**config.mk**
```make
export PLATFORM = sky130hd
export DESIGN_NAME = iob_clint_ticker_flat
export DESIGN_NICKNAME = d
export VERILOG_FILES = /design/src/rtl/iob_clint_pkg.sv /design/src/rtl/iob_clint_ticker_if.sv /design/src/rtl/iob_native_master.sv /design/src/rtl/iob_clint_ticker.sv /design/src/flat_wrapper.sv
export SDC_FILE = /design/constraint.sdc
export NUM_CORES = 1
export LEC_CHECK = 0
export CORE_ASPECT_RATIO = 1.1
export CORE_MARGIN = 1
export CORE_UTILIZATION = 49
export DETAILED_ROUTE_END_ITERATION = 6
export GPL_TIMING_DRIVEN = 0
export PLACE_DENSITY_LB_ADDON = 0.25
export SYNTH_ARGS = -nofsm -noshare
export SYNTH_HDL_FRONTEND = slang
export SYNTH_SLANG_ARGS = --single-unit
```
**constraint.sdc**
```tcl
create_clock -name clk -period 6.9 [get_ports clk]
set_input_delay 1.38 -clock clk [delete_from_list [all_inputs] [get_ports clk]]
set_output_delay 1.38 -clock clk [all_outputs]
set_load 0.01 [all_outputs]
```
**src/rtl/iob_clint_pkg.sv**
```systemverilog
// CLINT register map shared by iob_clint and its bus initiators, plus the ticker FSM states.
package iob_clint_pkg;

   localparam logic [15:0] MSIP_BASE     = 16'h0000;
   localparam logic [15:0] MTIMECMP_BASE = 16'h4000;
   localparam logic [15:0] MTIME_BASE    = 16'hBFF8;

   typedef enum logic [3:0] {
      StIdle,
      StRdHi0,
      StRdLo,
      StRdHi1,
      StCalc,
      StWrHiMax,
      StWrLo,
      StWrHi,
      StArmed
   } tick_state_e;

   function automatic logic [15:0] mtimecmp_addr(input int unsigned hart);
      return MTIMECMP_BASE + 16'(8 * hart);
   endfunction

endpackage

```
**src/rtl/iob_clint_ticker_if.sv**
```systemverilog
// IOb native bus between the ticker (initiator) and the CLINT (responder).
interface iob_clint_ticker_if #(
   parameter int unsigned ADDR_W = 16,
   parameter int unsigned DATA_W = 32
);
   logic                  valid;
   logic [ADDR_W-1:0]     address;
   logic [DATA_W-1:0]     wdata;
   logic [DATA_W/8-1:0]   wstrb;
   logic [DATA_W-1:0]     rdata;
   logic                  ready;

   modport master (
      output valid,
      output address,
      output wdata,
      output wstrb,
      input  rdata,
      input  ready
   );

   modport slave (
      input  valid,
      input  address,
      input  wdata,
      input  wstrb,
      output rdata,
      output ready
   );
endinterface

```
**src/rtl/iob_native_master.sv**
```systemverilog
// Single-transaction IOb initiator: holds valid until ready, then leaves one idle cycle.
module iob_native_master #(
   parameter int unsigned ADDR_W = 16,
   parameter int unsigned DATA_W = 32
) (
   input  logic                 clk,
   input  logic                 rst,
   input  logic                 req,
   input  logic                 we,
   input  logic [ADDR_W-1:0]    addr,
   input  logic [DATA_W-1:0]    wdat,
   output logic                 done,
   output logic [DATA_W-1:0]    rdat,
   iob_clint_ticker_if.master   bus
);
   localparam int unsigned STRB_W = DATA_W / 8;

   logic                valid_q;
   logic [ADDR_W-1:0]   addr_q;
   logic [DATA_W-1:0]   wdata_q;
   logic [STRB_W-1:0]   wstrb_q;

   // A new request is only taken from a cycle with valid low, so dropping valid on the
   // accepting edge guarantees the idle gap the lagging ready needs.
   always_ff @(posedge clk or negedge rst) begin
      if (!rst) begin
         valid_q <= 1'b0;
         addr_q  <= '0;
         wdata_q <= '0;
         wstrb_q <= '0;
      end else if (valid_q) begin
         if (bus.ready) valid_q <= 1'b0;
      end else if (req) begin
         valid_q <= 1'b1;
         addr_q  <= addr;
         wdata_q <= we ? wdat : '0;
         wstrb_q <= we ? '1 : '0;
      end
   end

   assign done        = valid_q & bus.ready;
   assign rdat        = bus.rdata;
   assign bus.valid   = valid_q;
   assign bus.address = addr_q;
   assign bus.wdata   = wdata_q;
   assign bus.wstrb   = wstrb_q;

endmodule

```
**src/rtl/iob_clint_ticker.sv**
```systemverilog
// Drift-free periodic timer tick: reads mtime tear-free, arms mtimecmp[HART] and rearms on mtip.
module iob_clint_ticker
   import iob_clint_pkg::*;
#(
   parameter int unsigned ADDR_W   = 16,
   parameter int unsigned DATA_W   = 32,
   parameter int unsigned HART     = 0,
   parameter int unsigned PERIOD_W = 32
) (
   input  logic                clk,
   input  logic                rst,
   input  logic                enable,
   input  logic [PERIOD_W-1:0] period,
   input  logic                mtip_in,
   iob_clint_ticker_if.master  bus,
   output logic                tick,
   output logic                busy,
   output logic [31:0]         tick_cnt
);
   if (DATA_W != 32) begin : g_bad_data_w
      $error("iob_clint_ticker: only DATA_W = 32 is supported");
   end

   localparam logic [ADDR_W-1:0] MTIME_LO = ADDR_W'(MTIME_BASE);
   localparam logic [ADDR_W-1:0] MTIME_HI = ADDR_W'(MTIME_BASE + 16'd4);
   localparam logic [ADDR_W-1:0] CMP_LO   = ADDR_W'(mtimecmp_addr(HART));
   localparam logic [ADDR_W-1:0] CMP_HI   = ADDR_W'(mtimecmp_addr(HART) + 16'd4);

   tick_state_e           state_q, state_d;
   logic [PERIOD_W-1:0]   per_q;
   logic [31:0]           hi0_q, lo_q, hi1_q;
   logic [63:0]           cmp_q;
   logic [31:0]           tick_cnt_q;

   logic                  req, we, done;
   logic [ADDR_W-1:0]     addr;
   logic [DATA_W-1:0]     wdat, rdat;

   iob_native_master #(
      .ADDR_W (ADDR_W),
      .DATA_W (DATA_W)
   ) u_master (
      .clk  (clk),
      .rst  (rst),
      .req  (req),
      .we   (we),
      .addr (addr),
      .wdat (wdat),
      .done (done),
      .rdat (rdat),
      .bus  (bus)
   );

   always_comb begin
      state_d = state_q;
      req     = 1'b0;
      we      = 1'b0;
      addr    = '0;
      wdat    = '0;
      tick    = 1'b0;
      unique case (state_q)
         StIdle: if (enable && (period != '0)) state_d = StRdHi0;
         StRdHi0: begin
            req  = 1'b1;
            addr = MTIME_HI;
            if (done) state_d = enable ? StRdLo : StIdle;
         end
         StRdLo: begin
            req  = 1'b1;
            addr = MTIME_LO;
            if (done) state_d = enable ? StRdHi1 : StIdle;
         end
         StRdHi1: begin
            req  = 1'b1;
            addr = MTIME_HI;
            if (done) begin
               if (!enable)             state_d = StIdle;
               else if (rdat != hi0_q)  state_d = StRdHi0;
               else                     state_d = StCalc;
            end
         end
         StCalc: state_d = enable ? StWrHiMax : StIdle;
         // Parking hi at all-ones first keeps mtip low while lo is being replaced.
         StWrHiMax: begin
            req  = 1'b1;
            we   = 1'b1;
            addr = CMP_HI;
            wdat = '1;
            if (done) state_d = enable ? StWrLo : StIdle;
         end
         StWrLo: begin
            req  = 1'b1;
            we   = 1'b1;
            addr = CMP_LO;
            wdat = cmp_q[31:0];
            if (done) state_d = enable ? StWrHi : StIdle;
         end
         StWrHi: begin
            req  = 1'b1;
            we   = 1'b1;
            addr = CMP_HI;
            wdat = cmp_q[63:32];
            if (done) state_d = enable ? StArmed : StIdle;
         end
         StArmed: begin
            if (!enable) begin
               state_d = StIdle;
            end else if (mtip_in) begin
               tick    = 1'b1;
               state_d = StWrHiMax;
            end
         end
         default: state_d = StIdle;
      endcase
   end

   always_ff @(posedge clk or negedge rst) begin
      if (!rst) begin
         state_q    <= StIdle;
         per_q      <= '0;
         hi0_q      <= '0;
         lo_q       <= '0;
         hi1_q      <= '0;
         cmp_q      <= '0;
         tick_cnt_q <= '0;
      end else begin
         state_q <= state_d;
         if (state_q == StIdle && state_d == StRdHi0) per_q <= period;
         if (done && state_q == StRdHi0) hi0_q <= rdat;
         if (done && state_q == StRdLo)  lo_q  <= rdat;
         if (done && state_q == StRdHi1) hi1_q <= rdat;
         if (state_q == StCalc) cmp_q <= {hi1_q, lo_q} + 64'(per_q);
         if (tick) begin
            cmp_q      <= cmp_q + 64'(per_q);
            tick_cnt_q <= tick_cnt_q + 32'd1;
         end
      end
   end

   assign busy     = (state_q != StIdle) && (state_q != StArmed);
   assign tick_cnt = tick_cnt_q;

endmodule
```
**src/flat_wrapper.sv**
```systemverilog
// flat-port wrapper written by rule: the top's interface ports become plain ports
module iob_clint_ticker_flat import iob_clint_pkg::*;
#(
   parameter int unsigned ADDR_W   = 16,
   parameter int unsigned DATA_W   = 32,
   parameter int unsigned HART     = 0,
   parameter int unsigned PERIOD_W = 32
)
  (clk, rst, enable, period, mtip_in, tick, busy, tick_cnt, bus_valid, bus_address, bus_wdata, bus_wstrb, bus_rdata, bus_ready);
  iob_clint_ticker_if #(.ADDR_W(ADDR_W), .DATA_W(DATA_W)) bus_i ();
  input  logic clk;
  input  logic rst;
  input  logic enable;
  input  logic [PERIOD_W-1:0] period;
  input  logic mtip_in;
  output logic tick;
  output logic busy;
  output logic [31:0] tick_cnt;
  output wire logic [$bits(bus_i.valid)-1:0] bus_valid;
  output wire logic [$bits(bus_i.address)-1:0] bus_address;
  output wire logic [$bits(bus_i.wdata)-1:0] bus_wdata;
  output wire logic [$bits(bus_i.wstrb)-1:0] bus_wstrb;
  input wire logic [$bits(bus_i.rdata)-1:0] bus_rdata;
  input wire logic [$bits(bus_i.ready)-1:0] bus_ready;
  assign bus_valid = bus_i.valid;
  assign bus_address = bus_i.address;
  assign bus_wdata = bus_i.wdata;
  assign bus_wstrb = bus_i.wstrb;
  assign bus_i.rdata = bus_rdata;
  assign bus_i.ready = bus_ready;
  iob_clint_ticker #(.ADDR_W(ADDR_W), .DATA_W(DATA_W), .HART(HART), .PERIOD_W(PERIOD_W)) u_core (.clk(clk), .rst(rst), .enable(enable), .period(period), .mtip_in(mtip_in), .bus(bus_i), .tick(tick), .busy(busy), .tick_cnt(tick_cnt));
endmodule
```
==> flow_metrics.tcl <==
set metrics [dict create \
    clk_pin_slew_ns 0.06 \
    worst_pin_slew_ns 0.949 \
    place_hpwl_um 36500 \
    yosys_most_used_dff "dfrtp_1" \
    final_common_cell "dfrtp_1" \
    drt-wirelength-per-cell_um 21.9 \
    grt_overflow 0 \
    netSwitchingFraction 0.408 \
    rsz0062_at_grt "false" \
    min_path_type "flip-flop to flip-flop" \
    critPathMaxFanout 19 \
    gp_congestion 0.946 \
    p_sw_uw 3170 \
    insertion_delay_ns 0.57 \
    timing.final.ws_setup_ns 0.404 \
    core_area_um2 29800 \
    crit_buf_inv 6 \
    p_leak_uw 0.00803 \
    crit_path_end_kind "flip-flop" \
    yosys_warnings 0 \
    dp_slack_ns -2.17 \
    synth-seq-cells 265 \
    fin_crit_ns 6.50 \
    fmax_ghz 0.154 \
    synth_top_area_cell "dfrtp_1" \
    cts_buffers 29 \
    via_per_inst 6.01 \
    antenna_found_initial 0 \
    mostFrequentLayoutCells "dfrtp_1 (265), nand2_1 (255), clkdlybuf4s50_1 (151), a21oi_1 (142), mux2_2 (130)" \
    cap_viol_max_count 0 \
    drive_gt1_frac 0.145 \
    startpoint_type "input pin" \
    grt_pass1_vias 12900 \
    finalSetupViolCount 0 \
    p_int_uw 4600 \
    synth_top_area_frac 0.444 \
    synthDistinctLibCells 79 \
    cellPowerDensity_nw_per_um2 427 \
    crit_required_ns 7.30 \
    synthCells 1585 \
    areaGrowthSynthToFinish_pct 21.9 \
    clkSinkCount 265 \
    synth_seq_area_share 0.444 \
    firstDrtPassIters 6 \
    path_cells "clkdlybuf4s50_1, nand2_1, or2_1, buf_6, clkbuf_4, clkbuf_2, clkbuf_4, nand2_1, nand2_1, ha_1, fa_1, a211oi_1, o21a_1, a211o_1, a211o_1, a2111o_1, buf_4, a2111oi_4, o211ai_1, o31ai_1, a21oi_1" \
    finalSetupTns_ns 0 \
    pwr-share-comb 0.437 \
    whs_ns 0.478 \
    synth_edf_count 0 \
    pwr-share-seq 0.350 \
    clock_path_buffers 3 \
    start_util 0.501 \
    finalCoreUtilization 0.611 \
    grt.total_usage 0.315 \
    synth_area_um2 14900 \
    nets 1876 \
    vias 13200 \
    async_reset_ff_frac 1.00 \
    cts_tree "built" \
    avgSynthCellArea_um2 9.43 \
    path_common_cell "nand2_1" \
    dieWidth_um 168 \
    path_class "input pin to flip-flop" \
    root_buffer "clkbuf_16" \
    htreeDepth 1 \
    max_slew_margin 0.367 \
    core.rowCount 66 \
    grt_pass1_wl_um 74700 \
    status "finished, final reports clean" \
    diodes 0 \
    dieArea_um2 31200 \
    drt_iter0_drc 1244 \
    drv_slew 0 \
    drc 0 \
    synth_area_leaders "dfrtp_1 (44%), mux2_2 (9.8%), nand2_1 (6.4%), a21oi_1 (4.8%), xor2_1 (3.5%)" \
    grt_max_degree 106 \
    io_pins 156 \
    peakVddDrop_uv 292 \
    die_height_um 185 \
    final.period_utilization 0.941 \
    ant_nets 0 \
    crit_arrival_ns 6.90 \
    drt-total-wl_um 48200 \
    hold_buffers 0 \
    clkPwrFrac 0.213 \
    hold_viol_final 0 \
    cpMaxStageDelayCell "a2111o_1" \
    fin_skew_ns 0.00973 \
    numPortBuffers 153 \
    cp_top_family "compound AO/OA/AOI/OAI gates" \
    cpPeakStageDelay_ns 0.59 \
]
==> final timing paths <==
kind	cells past startpoint	slack [ns]	startpoint	endpoint
min in group asynchronous	1	0.74	rst	u_core.per_q[29]$_DFFE_PN0P_
max reg2reg	20	0.97	u_core.state_q[2]$_DFF_PN0_	u_core.cmp_q[58]$_DFFE_PN0P_
min reg2reg	2	0.48	u_core.u_master.bus.wdata[29]$_DFFE_PN0P_	u_core.u_master.bus.wdata[29]$_DFFE_PN0P_
max in group asynchronous	3	4.77	rst	u_core.cmp_q[37]$_DFFE_PN0P_
min	2	0.48	u_core.u_master.bus.wdata[29]$_DFFE_PN0P_	u_core.u_master.bus.wdata[29]$_DFFE_PN0P_
max	21	0.40	mtip_in	u_core.cmp_q[58]$_DFFE_PN0P_
==> metal layers <==
metal,vias up,GRT usage,share of wire
met5,-,0,0
li1,6010,-,-
met1,6514,0.424,0.42
met2,595,0.513,0.47
met3,115,0.0444,0.076
met4,0,0.131,0.035
==> tightest hold or removal path, cell delays in order (launching register included) <==
cell and delay [ns]:
dfrtp_1 0.34, nand2_1 0.05, o31ai_1 0.05
==> repair_timing <==
action,in CTS,in global routing
setup endpoints to repair,47,27
cloned,0,0
resized for setup,32,15
endpoints found under the hold margin,0,0
setup buffers,5,1
pin swaps,5,2
==> power by group through the flow <==
| stage | Combinational (µW) | Clock, µW | Sequential [µW] |
|---|---|---|---|
| 6_report | 3390 | 1660 | 2720 |
| 5_1_grt | 3720 | 1730 | 2780 |
| 4_1_cts | 3350 | 1670 | 2700 |
| 3_5_place_dp | 3310 | 0 | 2720 |
| 3_3_place_gp | 3250 | 0 | 2710 |
| 2_1_floorplan | 2460 | 0 | 2490 |
==> cell type report <==
type | instances | area, µm²
Timing Repair Buffer | 162 | 1650
Buffer | 98 | 510
Clock buffer | 42 | 885
Sequential cell | 265 | 6630
Multi-Input combinational cell | 1202 | 7830
Fill cell | 2550 | 11600
Tap cell | 408 | 510
Inverter | 15 | 61.3
Clock inverter | 10 | 138
==> registers in the layout, indices dropped and copies added, names as in the netlist <==
register	count
u_core.tick_cnt	32
u_core.hi0_q	32
u_core.cmp_q	64
u_core.u_master.bus.wstrb	1
u_core.lo_q	32
u_core.hi1_q	32
u_core.u_master.bus.wdata	32
u_core.per_q	32
u_core.state_q	4
u_core.u_master.bus.address	3
u_core.u_master.bus.valid	1
==> through the flow <==
step	total power [µW]	std cells	cell area [µm²]
after floorplan	4950	1586	14900
after global placement	5960	2147	17000
after detailed placement	6040	2150	17100
after CTS	7720	2203	18200
after global routing	8230	2202	18200
final	7770	2202	18200
==> cells in the mapped netlist, types with 8 or more instances <==
cell type  number
o21a_1          9
or3_1           8
and3_1         29
and2_1          8
inv_1          14
mux2i_1        18
buf_1          15
nor3_1         15
ha_1           33
buf_4          16
nand3_1        38
a21o_1         14
xnor2_1        35
o31ai_1        36
o211ai_1       15
mux2_2        130
nor4_1         20
o21ai_0        62
xor2_1         59
a21oi_1       142
a31oi_1        15
nor2_1        128
clkbuf_1       63
nand4_1        22
nand2_1       256
dfrtp_1       265
==> kinds of logic (layout without fill, tap and decap cells) <==
kind of cell    Yosys count  after routing  synth area share
mux                     150            150             0.112
compound gates          355            355             0.150
simple gates            567            567             0.174
xor+xnor                 94             94            0.0551
buf+inv                 119            327            0.0360
flops                   265            265             0.444
fa+ha+maj                34             34            0.0290
other cells               1              2          0.000251
Power figures use the tool's default switching activity.
